<file path="src/rtl/atomic_alu_arbiter_if.sv">
// Requester, response and ALU-side signals of atomic_alu_arbiter.
// The arbiter uses the slave view; the requesters plus the ALU use the master view.
interface atomic_alu_arbiter_if #(
   parameter int N_REQ = 4,
   parameter int W     = 32
);
   logic [N_REQ-1:0]    req;
   logic [N_REQ*12-1:0] cmd;
   logic [N_REQ-1:0]    gnt;
   logic [N_REQ-1:0]    resp_valid;
   logic [W-1:0]        resp_data;
   logic [3:0]          resp_flags;
   logic [2:0]          alu_op_code;
   logic [W-1:0]        data_a;
   logic [W-1:0]        data_b;
   logic [W-1:0]        y;
   logic                O;
   logic                C;
   logic                Z;
   logic                N;

   modport slave (
      input  req, cmd, y, O, C, Z, N,
      output gnt, resp_valid, resp_data, resp_flags, alu_op_code, data_a, data_b
   );

   modport master (
      output req, cmd, y, O, C, Z, N,
      input  gnt, resp_valid, resp_data, resp_flags, alu_op_code, data_a, data_b
   );
endinterface

</file>
<file path="src/rtl/atomic_alu_arbiter.sv">
// Round-robin arbiter sharing one external ALU and an 8xW register file; every
// command runs read -> ALU -> writeback as an indivisible IDLE/EXEC/COMMIT pass.
module atomic_alu_arbiter #(
   parameter int N_REQ = 4,
   parameter int W     = 32
) (
   input  logic                clk,
   input  logic                rst_n,
   atomic_alu_arbiter_if.slave bus
);
   localparam int               PW     = (N_REQ > 1) ? $clog2(N_REQ) : 1;
   localparam logic [2:0]       OP_SUB = 3'b001;
   localparam logic [2:0]       OP_CAS = 3'b111;
   localparam logic [N_REQ-1:0] ONE    = 1;

   typedef enum logic [1:0] {IDLE, EXEC, COMMIT} state_t;

   state_t        state, state_nxt;
   logic [PW-1:0] ptr, idx_q, win_idx;
   logic          win_found;
   logic [11:0]   win_cmd, cmd_q;
   logic [W-1:0]  rf [8];
   logic [2:0]    w_op, w_a1, w_a2, w_a3;
   logic [2:0]    q_op, q_a1, q_a2, q_a3;
   logic          q_cas;

   assign win_cmd                  = bus.cmd[12*int'(win_idx) +: 12];
   assign {w_op, w_a1, w_a2, w_a3} = win_cmd;
   assign {q_op, q_a1, q_a2, q_a3} = cmd_q;
   assign q_cas                    = (q_op == OP_CAS);

   function automatic logic [PW-1:0] wrap_add(input logic [PW-1:0] base, input int k);
      int s;
      s = int'(base) + k;
      if (s >= N_REQ) s = s - N_REQ;
      return PW'(s);
   endfunction

   // Scan from the far end back toward ptr so the requester closest to ptr wins.
   always_comb begin
      // NOTE: every always_comb output gets a default first so no path infers a latch.
      win_found = 1'b0;
      win_idx   = ptr;
      for (int k = N_REQ - 1; k >= 0; k--) begin
         if (bus.req[wrap_add(ptr, k)]) begin
            win_found = 1'b1;
            win_idx   = wrap_add(ptr, k);
         end
      end
   end

   always_ff @(posedge clk) begin
      // NOTE: sequential state uses non-blocking assignments so all flops update together.
      if (!rst_n) state <= IDLE;
      else        state <= state_nxt;
   end

   always_comb begin
      state_nxt = state;
      bus.gnt   = '0;
      case (state)
         IDLE: begin
            if (win_found) begin
               state_nxt = EXEC;
               bus.gnt   = rst_n ? (ONE << win_idx) : '0;
            end
         end
         EXEC:    state_nxt = COMMIT;
         COMMIT:  state_nxt = IDLE;
         default: state_nxt = IDLE;
      endcase
   end

   // resp_data/resp_flags double as the holding registers for y and the flags.
   always_ff @(posedge clk) begin
      if (!rst_n) begin
         ptr             <= '0;
         idx_q           <= '0;
         cmd_q           <= '0;
         bus.resp_valid  <= '0;
         bus.resp_data   <= '0;
         bus.resp_flags  <= '0;
         bus.alu_op_code <= '0;
         bus.data_a      <= '0;
         bus.data_b      <= '0;
         // NOTE: the register file is architecturally visible state, so it is reset too.
         for (int k = 0; k < 8; k++) rf[k] <= '0;
      end else begin
         bus.resp_valid  <= '0;
         bus.resp_data   <= '0;
         bus.resp_flags  <= '0;
         bus.alu_op_code <= '0;
         bus.data_a      <= '0;
         bus.data_b      <= '0;
         case (state)
            IDLE: begin
               if (win_found) begin
                  cmd_q           <= win_cmd;
                  idx_q           <= win_idx;
                  bus.alu_op_code <= (w_op == OP_CAS) ? OP_SUB : w_op;
                  bus.data_a      <= rf[w_a1];
                  bus.data_b      <= (w_op == OP_CAS) ? rf[w_a3] : rf[w_a2];
               end
            end
            EXEC: begin
               bus.resp_valid <= ONE << idx_q;
               bus.resp_data  <= q_cas ? {{(W-1){1'b0}}, bus.Z} : bus.y;
               bus.resp_flags <= {bus.O, bus.C, bus.Z, bus.N};
            end
            COMMIT: begin
               if (!q_cas)                rf[q_a3] <= bus.resp_data;
               else if (bus.resp_flags[1]) rf[q_a1] <= rf[q_a2];
               else                       rf[q_a3] <= rf[q_a1];
               ptr <= wrap_add(idx_q, 1);
            end
            default: ;
         endcase
      end
   end
endmodule

</file>
<file path="src/flat_wrapper.sv">
// flat-port wrapper written by rule: the top's interface ports become plain ports
module atomic_alu_arbiter_flat 
#(
   parameter int N_REQ = 4,
   parameter int W     = 32
)
  (clk, rst_n, bus_req, bus_cmd, bus_y, bus_O, bus_C, bus_Z, bus_N, bus_gnt, bus_resp_valid, bus_resp_data, bus_resp_flags, bus_alu_op_code, bus_data_a, bus_data_b);
  atomic_alu_arbiter_if #(.N_REQ(N_REQ), .W(W)) bus_i ();
  input  logic clk;
  input  logic rst_n;
  input wire logic [$bits(bus_i.req)-1:0] bus_req;
  input wire logic [$bits(bus_i.cmd)-1:0] bus_cmd;
  input wire logic [$bits(bus_i.y)-1:0] bus_y;
  input wire logic [$bits(bus_i.O)-1:0] bus_O;
  input wire logic [$bits(bus_i.C)-1:0] bus_C;
  input wire logic [$bits(bus_i.Z)-1:0] bus_Z;
  input wire logic [$bits(bus_i.N)-1:0] bus_N;
  output wire logic [$bits(bus_i.gnt)-1:0] bus_gnt;
  output wire logic [$bits(bus_i.resp_valid)-1:0] bus_resp_valid;
  output wire logic [$bits(bus_i.resp_data)-1:0] bus_resp_data;
  output wire logic [$bits(bus_i.resp_flags)-1:0] bus_resp_flags;
  output wire logic [$bits(bus_i.alu_op_code)-1:0] bus_alu_op_code;
  output wire logic [$bits(bus_i.data_a)-1:0] bus_data_a;
  output wire logic [$bits(bus_i.data_b)-1:0] bus_data_b;
  assign bus_i.req = bus_req;
  assign bus_i.cmd = bus_cmd;
  assign bus_i.y = bus_y;
  assign bus_i.O = bus_O;
  assign bus_i.C = bus_C;
  assign bus_i.Z = bus_Z;
  assign bus_i.N = bus_N;
  assign bus_gnt = bus_i.gnt;
  assign bus_resp_valid = bus_i.resp_valid;
  assign bus_resp_data = bus_i.resp_data;
  assign bus_resp_flags = bus_i.resp_flags;
  assign bus_alu_op_code = bus_i.alu_op_code;
  assign bus_data_a = bus_i.data_a;
  assign bus_data_b = bus_i.data_b;
  atomic_alu_arbiter #(.N_REQ(N_REQ), .W(W)) u_core (.clk(clk), .rst_n(rst_n), .bus(bus_i));
endmodule
</file>
<file path="config.mk">
export PLATFORM = sky130hd
export DESIGN_NAME = atomic_alu_arbiter_flat
export DESIGN_NICKNAME = d
export VERILOG_FILES = /design/src/rtl/atomic_alu_arbiter_if.sv /design/src/rtl/atomic_alu_arbiter.sv /design/src/flat_wrapper.sv
export SDC_FILE = /design/constraint.sdc
export NUM_CORES = 1
export LEC_CHECK = 0
export BUFFER_PORTS_ARGS = -buffer_cell sky130_fd_sc_hd__buf_2
export CAP_MARGIN = 20
export CORE_MARGIN = 2
export CORE_UTILIZATION = 45
export CTS_CLUSTER_DIAMETER = 60
export CTS_CLUSTER_SIZE = 40
export DETAILED_ROUTE_END_ITERATION = 7
export PLACE_DENSITY = 0.72
export SETUP_SLACK_MARGIN = 0.5
export SLEW_MARGIN = 20
export SYNTH_ARGS = -nofsm -noshare
export SYNTH_HDL_FRONTEND = slang
export SYNTH_SLANG_ARGS = --single-unit
</file>
<file path="constraint.sdc">
create_clock -name clk -period 6 [get_ports clk]
set_input_delay 0.6 -clock clk [delete_from_list [all_inputs] [get_ports clk]]
set_output_delay 0.6 -clock clk [all_outputs]
set_load 0.02 [all_outputs]
</file>
* Word level (Yosys, flattened, before mapping)
Memories as Yosys holds them, arrays and structs flattened. A register that Yosys moved wholly into a read port is not among the register bits.
Index checks and enable logic that the tools add are counted.
** Word-level totals
- Register bits :: 93
- Memory bits (writable) :: 256
- Bits of input ports :: 90
- Output and inout port bits :: 111
- Memories kept :: 1
** Operators by class
- Add/sub/neg operators :: 9
- Multiply operators :: 1
- Order comparisons :: 9
- Equal/unequal tests :: 5
- Shift-type cells :: 3
- Multiplexer cells :: 55
- Bitwise operators :: 5
- Reductions and logical operators :: 9
** Memory list
- u_core.rf :: depth 8, bits a word 32, read ports 5, clocked after Yosys merged registers in 3, write ports 8, RTL line atomic_alu_arbiter.sv:22 : logic [W-1:0] rf [8];
** Operators with widths (number)
- $mux 32 :: 4
- $reduce_or 32->1 :: 2
- $shiftx 48x7->12 :: 1
- $mux 1 :: 27
- $mux 2 :: 10
- $mux 3 :: 6
- $ge 3x3->1 const B :: 4
- $lt 2x3->1 const B :: 4
- $mux 4 :: 3
- $sub 2x1->2 const B :: 5
- $bmux 1 s2 :: 4
- $shl 1x2->4 const A :: 2
- $add 2x1->3 const B :: 2
- $add 2x2->3 const B :: 2
- $eq 3x3->1 const B :: 2
- $mul 2x2->4 const A :: 1
- $not 1->1 :: 4
- $pmux 2 s2 :: 1
- $reduce_and 2->1 :: 2
- $reduce_or 4->1 :: 1
- $ge 2x3->1 const B :: 1
- $reduce_and 3->1 :: 1
- $reduce_or 3->1 :: 1
- $eq 2x1->1 const B :: 1
- other kinds (5) :: 5

* Depth between registers and ports, before layout
Gate-level depths: netlist (run 1).
- Depth after elaboration :: 13
- Depth in mapped cells :: 12
- Gate-level depth less buffers :: 8

* Least setup slack after synthesis (run 1)
OpenSTA, ideal clock, no wires.
- Path type :: in2reg
- Start point :: input bus_req[0]
- End point :: register u_core.bus.data_b[25]
- Setup time :: 117 ps
- Arrival :: 2863 ps
- Setup slack :: 3020 ps
- Stages on the path :: 11
- Path buffers :: 3
- Path through :: nor2b_1 or4_4 nand2_4 buf_12 mux2i_1 mux2i_1 buf_2 buf_2 a2111oi_0 a311oi_2 a32o_1
** Between the ends
- Longest elaborated chain between the ends :: 10
- Elaborated cells on any way between the ends :: 22
- Classes of those cells :: mul (1); eq/ne (1); shift (1); mux (17); reduce/logical (1); memory (1)
** Ends and longest elaborated chain
- start: declaration :: RTL line flat_wrapper.sv:11 : input wire logic [$bits(bus_i.req)-1:0] bus_req;
- $bmux 1 s2 :: RTL line atomic_alu_arbiter.sv:45 : if (bus.req[wrap_add(ptr, k)]) begin
- $mux 1 (not written as such) :: RTL line atomic_alu_arbiter.sv:45
- $mux 2 (4 in series) :: RTL line atomic_alu_arbiter.sv:45
- $mul 2x2->4 :: RTL line atomic_alu_arbiter.sv:27 : assign win_cmd = bus.cmd[12*int'(win_idx) +: 12];
- $shiftx 48x7->12 :: RTL line atomic_alu_arbiter.sv:27
- $mem_v2 8x32 or $eq 3x3->1 (tied branches)
- $mux 32 :: RTL line atomic_alu_arbiter.sv:102 : bus.data_b <= (w_op == OP_CAS) ? rf[w_a3] : rf[w_a2];
- end signal: assignment :: RTL line atomic_alu_arbiter.sv:102
- end: declaration :: RTL line atomic_alu_arbiter_if.sv:24 : output gnt, resp_valid, resp_data, resp_flags, alu_op_code, data_a, data_b
Several ways; a longest one is shown, not always the timed one. The select of a mux whose other input is x is not followed.
A chain may end at the register's enable or synchronous reset.

* Worst setup path in the final report (run 1)
- Start point :: register u_core.ptr[1]
- End point :: register u_core.bus.data_b[15]
** Between the ends
- Longest elaborated chain between the ends :: 13
- Elaborated cells on any way between the ends :: 37
- Classes of those cells :: add/sub (7); mul (1); order compare (4); eq/ne (1); shift (1); mux (21); reduce/logical (1); memory (1)
** Ends and longest elaborated chain
- start: declaration :: RTL line atomic_alu_arbiter.sv:19 : logic [PW-1:0] ptr, idx_q, win_idx;
- start signal: assignment :: RTL line atomic_alu_arbiter.sv:114 : ptr <= wrap_add(idx_q, 1);
- $add 2x2->3 :: RTL line atomic_alu_arbiter.sv:34 : s = int'(base) + k;
- $ge 3x3->1 or $sub 2x1->2 (tied branches) :: RTL line atomic_alu_arbiter.sv:35 : if (s >= N_REQ) s = s - N_REQ;
- $mux 2 :: RTL line atomic_alu_arbiter.sv:35
- $bmux 1 s2 :: RTL line atomic_alu_arbiter.sv:45
- $mux 1 (not written as such) :: RTL line atomic_alu_arbiter.sv:45
- $mux 2 (4 in series) :: RTL line atomic_alu_arbiter.sv:45
- $mul 2x2->4 :: RTL line atomic_alu_arbiter.sv:27
- $shiftx 48x7->12 :: RTL line atomic_alu_arbiter.sv:27
- $mem_v2 8x32 or $eq 3x3->1 (tied branches)
- $mux 32 :: RTL line atomic_alu_arbiter.sv:102
Several ways; a longest one is shown, not always the timed one. The select of a mux whose other input is x is not followed.

==> results.json, run 1 <==
{
  "hold_ws_ps": 191,
  "final-instance-count-excl-fill": 2922,
  "maxCapViolCount": 0,
  "timing.fmax_ghz": 0.245,
  "start_kind": "flip-flop",
  "ios": 201,
  "slew_headroom": 0.257,
  "setup_viol": 0,
  "clock_sinks": 387,
  "yosysWarnings": 0,
  "final_hold_viol_count": 0,
  "finalSetupTns_ps": 0,
  "drt_wl_total_mm": 87.0,
  "tightest_slew_ps": 1110,
  "start_util": 0.455,
  "outcome": "complete, no violations",
  "drt-initial-drc-count": 3467,
  "post_cts_resized": 0,
  "avgViaCountPerCell": 7.10,
  "cp.required_ps": 6480,
  "fin_nets": 2292,
  "syn-cell-area_um2": 23800,
  "p_clk_frac": 0.338,
  "seq_area_frac_synth": 0.432,
  "area_growth_pct": 12.4,
  "slowest_delay_ps": 780,
  "antenna_found_initial": 1,
  "regToRegSetupSlack_ps": 1920,
  "crit_fanout": 33,
  "core_area_um2": 52400,
  "die_w_um": 234,
  "worstSkewPairLatency_ps": 610,
  "crit_slowest_cell": "nor2_4",
  "wl_per_cell_um": 29.8,
  "first_pass_iters": 7,
  "clk_pin_slew_ps": 70,
  "cts_buffers": 40,
  "period_minus_slack_ps": 4080,
  "htree_levels": 2,
  "drc_errors": 0,
  "hold_path_class": "input pin to flip-flop",
  "crit_arrival_ps": 4570,
  "grt_use_total": 0.315,
  "final_common_cell": "nor2_1",
  "report.final.slew_viol_count": 0,
  "grt_pass1_wl_mm": 129,
  "clockBufferDepth": 3,
  "p_leak_nw": 9.70,
  "mostFrequentLayoutCells": "283 x nor2_1, 256 x edfxtp_1, 200 x buf_2, 192 x mux4_2, 188 x and3_1",
  "ir_drop_mv": 0.220,
  "ant_nets": 0,
  "power.density_nw_per_um2": 307,
  "synth-main-ff-cell": "edfxtp_1",
  "grt_max_degree": 77,
  "synthCells": 2128,
  "fin_crit_sh": 0.681,
  "grt_overflow": 0,
  "ys_ff_latch": 387,
  "path_class": "flip-flop to flip-flop",
  "crit_start": "u_core.ptr[1]",
  "p_int_mw": 5.42,
  "dp_cells": 2847,
  "skew_ps": 37.1,
  "synth_edf_count": 256,
  "die_h_um": 234,
  "rsz0062_at_grt": "false",
  "switchingPower_mw": 2.80,
  "cts_tree": "built",
  "root_buffer": "clkbuf_16",
  "hpwlAfterDp_mm": 50.5,
  "routabilityCongestion": 0.920,
  "portBuffers": 200,
  "postCtsSetupBuffers": 0,
  "grt_pass1_vias": 20700,
  "reg2reg_to": "u_core.bus.data_b[15]",
  "p_total_mw": 8.22,
  "drive_gt1_frac": 0.261,
  "swShare": 0.341,
  "synth-async-reset-ratio": 0,
  "p_comb_frac": 0.265,
  "antennaDiodeCount": 0,
  "crit_path_end": "u_core.bus.data_b[15]",
  "syn_nets": 2218,
  "reg2regPathDepth": 9,
  "avgSynthCellArea_um2": 11.2,
  "ys_types": 57,
  "cp-end-kind": "flip-flop",
  "die_area_um2": 54800,
  "reg2reg_from": "u_core.ptr[1]",
  "via_count": 20800,
  "seqPwrFrac": 0.397,
  "cts_hold_buf": 0,
  "worstPathCellList": "nor3_1 > or4_4 > nand2_4 > mux2i_1 > mux2_2 > nor2_4 > buf_4 > a311oi_2 > a32o_1",
  "rows": 84
}
registers in the layout, indices dropped and copies added, names as in the netlist, named ones only:
name                    flops
u_core.bus.data_b          32
u_core.rf                 256
u_core.bus.resp_valid       4
u_core.bus.data_a          32
u_core.cmd_q               12
u_core.bus.resp_flags       4
u_core.ptr                  2
u_core.bus.resp_data       32
u_core.idx_q                2
u_core.bus.alu_op_code      3
u_core.state                2
routing by layer:
metal  up-vias  GRT usage  wire (um)
met4         2      0.188       5080
li1       8506          -          -
met1     10100      0.396      30400
met5         -          0         19
met3       359     0.0880      12000
met2      1834      0.486      39400
cell type report:
type / count / area (um2)
timing repair buffer: 258 / 1540
clock buffer: 48 / 1100
tap: 688 / 861
sequential: 387 / 10300
multi-input combinational: 1508 / 12600
inverter: 7 / 26.3
fill: 4534 / 25600
clock inverter: 26 / 332
synthesized netlist by cell type (42+ instances only):
cell type  instances  share of area
nor2_1           284          0.045
nand2_1          177          0.028
edfxtp_1         256           0.32
o21ai_0           63          0.013
a21oi_1           48          0.010
a211oi_1         187          0.059
clkbuf_1         157          0.025
mux4_2           192           0.18
dfxtp_1          131           0.11
and3_1           188          0.049
mux2i_1           82          0.034
buf_2             42         0.0088
worst min path at each step:
stage	from	to	slack [ps]	cells after the start
floorplan	u_core.cmd_q[3]	flip-flop	440	2
global placement	u_core.cmd_q[3]	flip-flop	440	2
detailed placement	u_core.cmd_q[5]	flip-flop	450	2
CTS	bus_C	u_core.bus.resp_flags[2]	190	2
global route	bus_C	u_core.bus.resp_flags[2]	190	2
finish	bus_C	u_core.bus.resp_flags[2]	190	2
through the flow:
stage | utilization | setup WS, ps | area [um2]
global placement | 0.482 | 1670 | 25300
CTS | 0.510 | 2000 | 26800
finish | 0.511 | 1920 | 26800
floorplan | - | 3020 | 23800
detailed placement | 0.483 | 1610 | 25300
global route | 0.511 | 1790 | 26800
critical path, delay by kind of cell (launching register included):
| kind | cells | cell delay (ps) |
|---|---|---|
| mux | 2 | 870 |
| simple gates | 4 | 1720 |
| compound gates | 2 | 420 |
| flops | 1 | 460 |
| buf+inv | 1 | 470 |
cells by family (layout without fill, tap and decap cells):
logic type      count (synthesis)  in the layout  synth area share
xor+xnor                        1              1          0.000367
simple gates                  739            739             0.147
flops                         387            387             0.432
compound gates                487            487             0.158
mux                           281            281             0.219
buf+inv                       233            339            0.0432
power groups by stage:
stage          clock network, mW  registers, mW  logic [mW]
2_1_floorplan                  0           3.24        1.50
3_3_place_gp                   0           3.32        2.05
3_5_place_dp                   0           3.33        2.10
4_1_cts                     2.80           3.27        2.11
5_1_grt                     2.89           3.28        2.28
6_report                    2.78           3.27        2.18
Power figures use the tool's default switching activity.
==> inputs of run 2 (changes only) <==
==> constraint.sdc (replaced) <==
create_clock -name clk -period 3.8 [get_ports clk]
set_input_delay 0.38 -clock clk [delete_from_list [all_inputs] [get_ports clk]]
set_output_delay 0.38 -clock clk [all_outputs]
set_load 0.02 [all_outputs]
==> run 2 against run 1 <==
Compared with the run above:
- the run now ends with DRC left
- non-clock buffer count is 49 higher
- sequential share of layout area shrank 0.70 points
- clock-buffer cell count is 9 lower
- critical endpoint is now u_core.bus.data_b[13]
- final area increased by 1.8%
- global-route usage up 0.45 points
- via count up 2.4%
- maximum frequency is 23% higher
- clock power up 45%
- setup slack worse by 1400 ps
- sequential power increased by 56%
- largest power group unchanged
==> results.json, run 2 (synthesis gave the netlist of run 1 again) <==
{
  "outcome": "complete, but fails checks",
  "clk_pin_slew_ps": 80,
  "area_growth_pct": 14.4,
  "period_minus_slack_ps": 3320,
  "tightest_slew_ps": 1050,
  "fin_nets": 2338,
  "ios": 201,
  "report.final.slew_viol_count": 0,
  "root_buffer": "clkbuf_16",
  "cp-end-kind": "flip-flop",
  "first_pass_iters": 8,
  "antenna_found_initial": 1,
  "crit_fanout": 65,
  "core_area_um2": 52400,
  "start_util": 0.455,
  "cp.required_ps": 4260,
  "drc_errors": 3,
  "failed_checks": "DRC",
  "cts_tree": "built",
  "grt_use_total": 0.320,
  "drive_gt1_frac": 0.275,
  "largest_register_ffs": 256,
  "hold_path_class": "input pin to flip-flop",
  "antennaDiodeCount": 0,
  "rows": 84,
  "final_hold_viol_count": 0,
  "wl_per_cell_um": 30.0,
  "crit_arrival_ps": 3780,
  "drt-initial-drc-count": 3486,
  "worstSkewPairLatency_ps": 580,
  "final_common_cell": "nor2_1",
  "p_total_mw": 12.8,
  "drt_wl_total_mm": 89.0,
  "grt_pass1_vias": 21000,
  "top_register": "u_core.rf",
  "die_w_um": 234,
  "cts_buffers": 36,
  "via_count": 21300,
  "p_leak_nw": 9.94,
  "grt_pass1_wl_mm": 130,
  "skew_ps": 26.0,
  "path_class": "flip-flop to flip-flop",
  "grt_max_degree": 69,
  "setup_viol": 0,
  "power.density_nw_per_um2": 471,
  "die_area_um2": 54800,
  "avgViaCountPerCell": 7.17,
  "hold_ws_ps": 16.3,
  "portBuffers": 200,
  "ir_drop_mv": 0.294,
  "clock_sinks": 387,
  "routabilityCongestion": 0.937,
  "timing.fmax_ghz": 0.301,
  "clockBufferDepth": 3,
  "fin_crit_sh": 0.874,
  "hpwlAfterDp_mm": 53.6,
  "maxCapViolCount": 0,
  "rsz0062_at_grt": "true",
  "start_kind": "flip-flop",
  "die_h_um": 234,
  "mostFrequentLayoutCells": "282 x nor2_1, 256 x edfxtp_1, 200 x buf_2, 192 x mux4_2, 188 x and3_1",
  "slew_headroom": 0.300,
  "ant_nets": 0,
  "finalSetupTns_ps": 0,
  "htree_levels": 2,
  "grt_overflow": 0
}
run 2: path summary, 6_finish.rpt:
path	depth (start not counted)	start	to	slack [ps]
setup / recovery	9	u_core.ptr[1]	u_core.bus.data_b[13]	480
hold / removal	2	bus_y[7]	u_core.bus.resp_data[7]	20
setup reg to reg	9	u_core.ptr[1]	u_core.bus.data_b[13]	480
hold reg to reg	2	u_core.cmd_q[5]	flip-flop	470
run 2: layer usage:
layer | vias to the layer above | global-route usage | wire [um]
met5 | - | 0 | 7
met4 | 2 | 0.205 | 6170
met3 | 509 | 0.0888 | 13000
met2 | 1994 | 0.497 | 40000
met1 | 10100 | 0.393 | 29900
li1 | 8609 | - | -
run 2: critical path, cell delays in order, from the launching register on:
cell	delay, ps
dfxtp_1	450
nor3_1	120
or4_4	540
nand2_4	290
mux2i_1	370
mux2i_4	130
buf_12	190
a2111oi_0	640
a311oi_2	110
a32o_1	260
run 2: final cells by class:
type                            count  area [um2]
Fill cell                        4469       25200
Multi-Input combinational cell   1509       12600
Sequential cell                   387       10300
Timing Repair Buffer              307        2160
Clock buffer                       39         943
Tap cell                          688         861
Clock inverter                     27         347
Inverter                            7        26.3
run 2: what timing repair did:
action / 4_1_cts / 5_1_grt
setup endpoints to repair: 39 / 49
setup buffers: 0 / 7
cloned: 1 / 0
hold buffers: 5 / 0
resized for setup: 1 / 4
pin swaps: 1 / 2
hold endpoints to repair: 5 / 0
run 2: power breakdown:
group          switching [mW]  internal (mW)  total [mW]
clock                    1.93           2.08        4.02
sequential              0.351           4.74        5.09
combinational            2.21           1.53        3.73
run 2: stage by stage:
step           setup slack (ps)  utilization  instance area (um2)  std cells
2_1_floorplan               924            -                23800       2128
3_3_place_gp                318        0.493                25900       2885
4_1_cts                     510        0.519                27200       2957
3_5_place_dp                209        0.493                25900       2885
6_report                    479        0.520                27300       2964
5_1_grt                     399        0.520                27300       2964
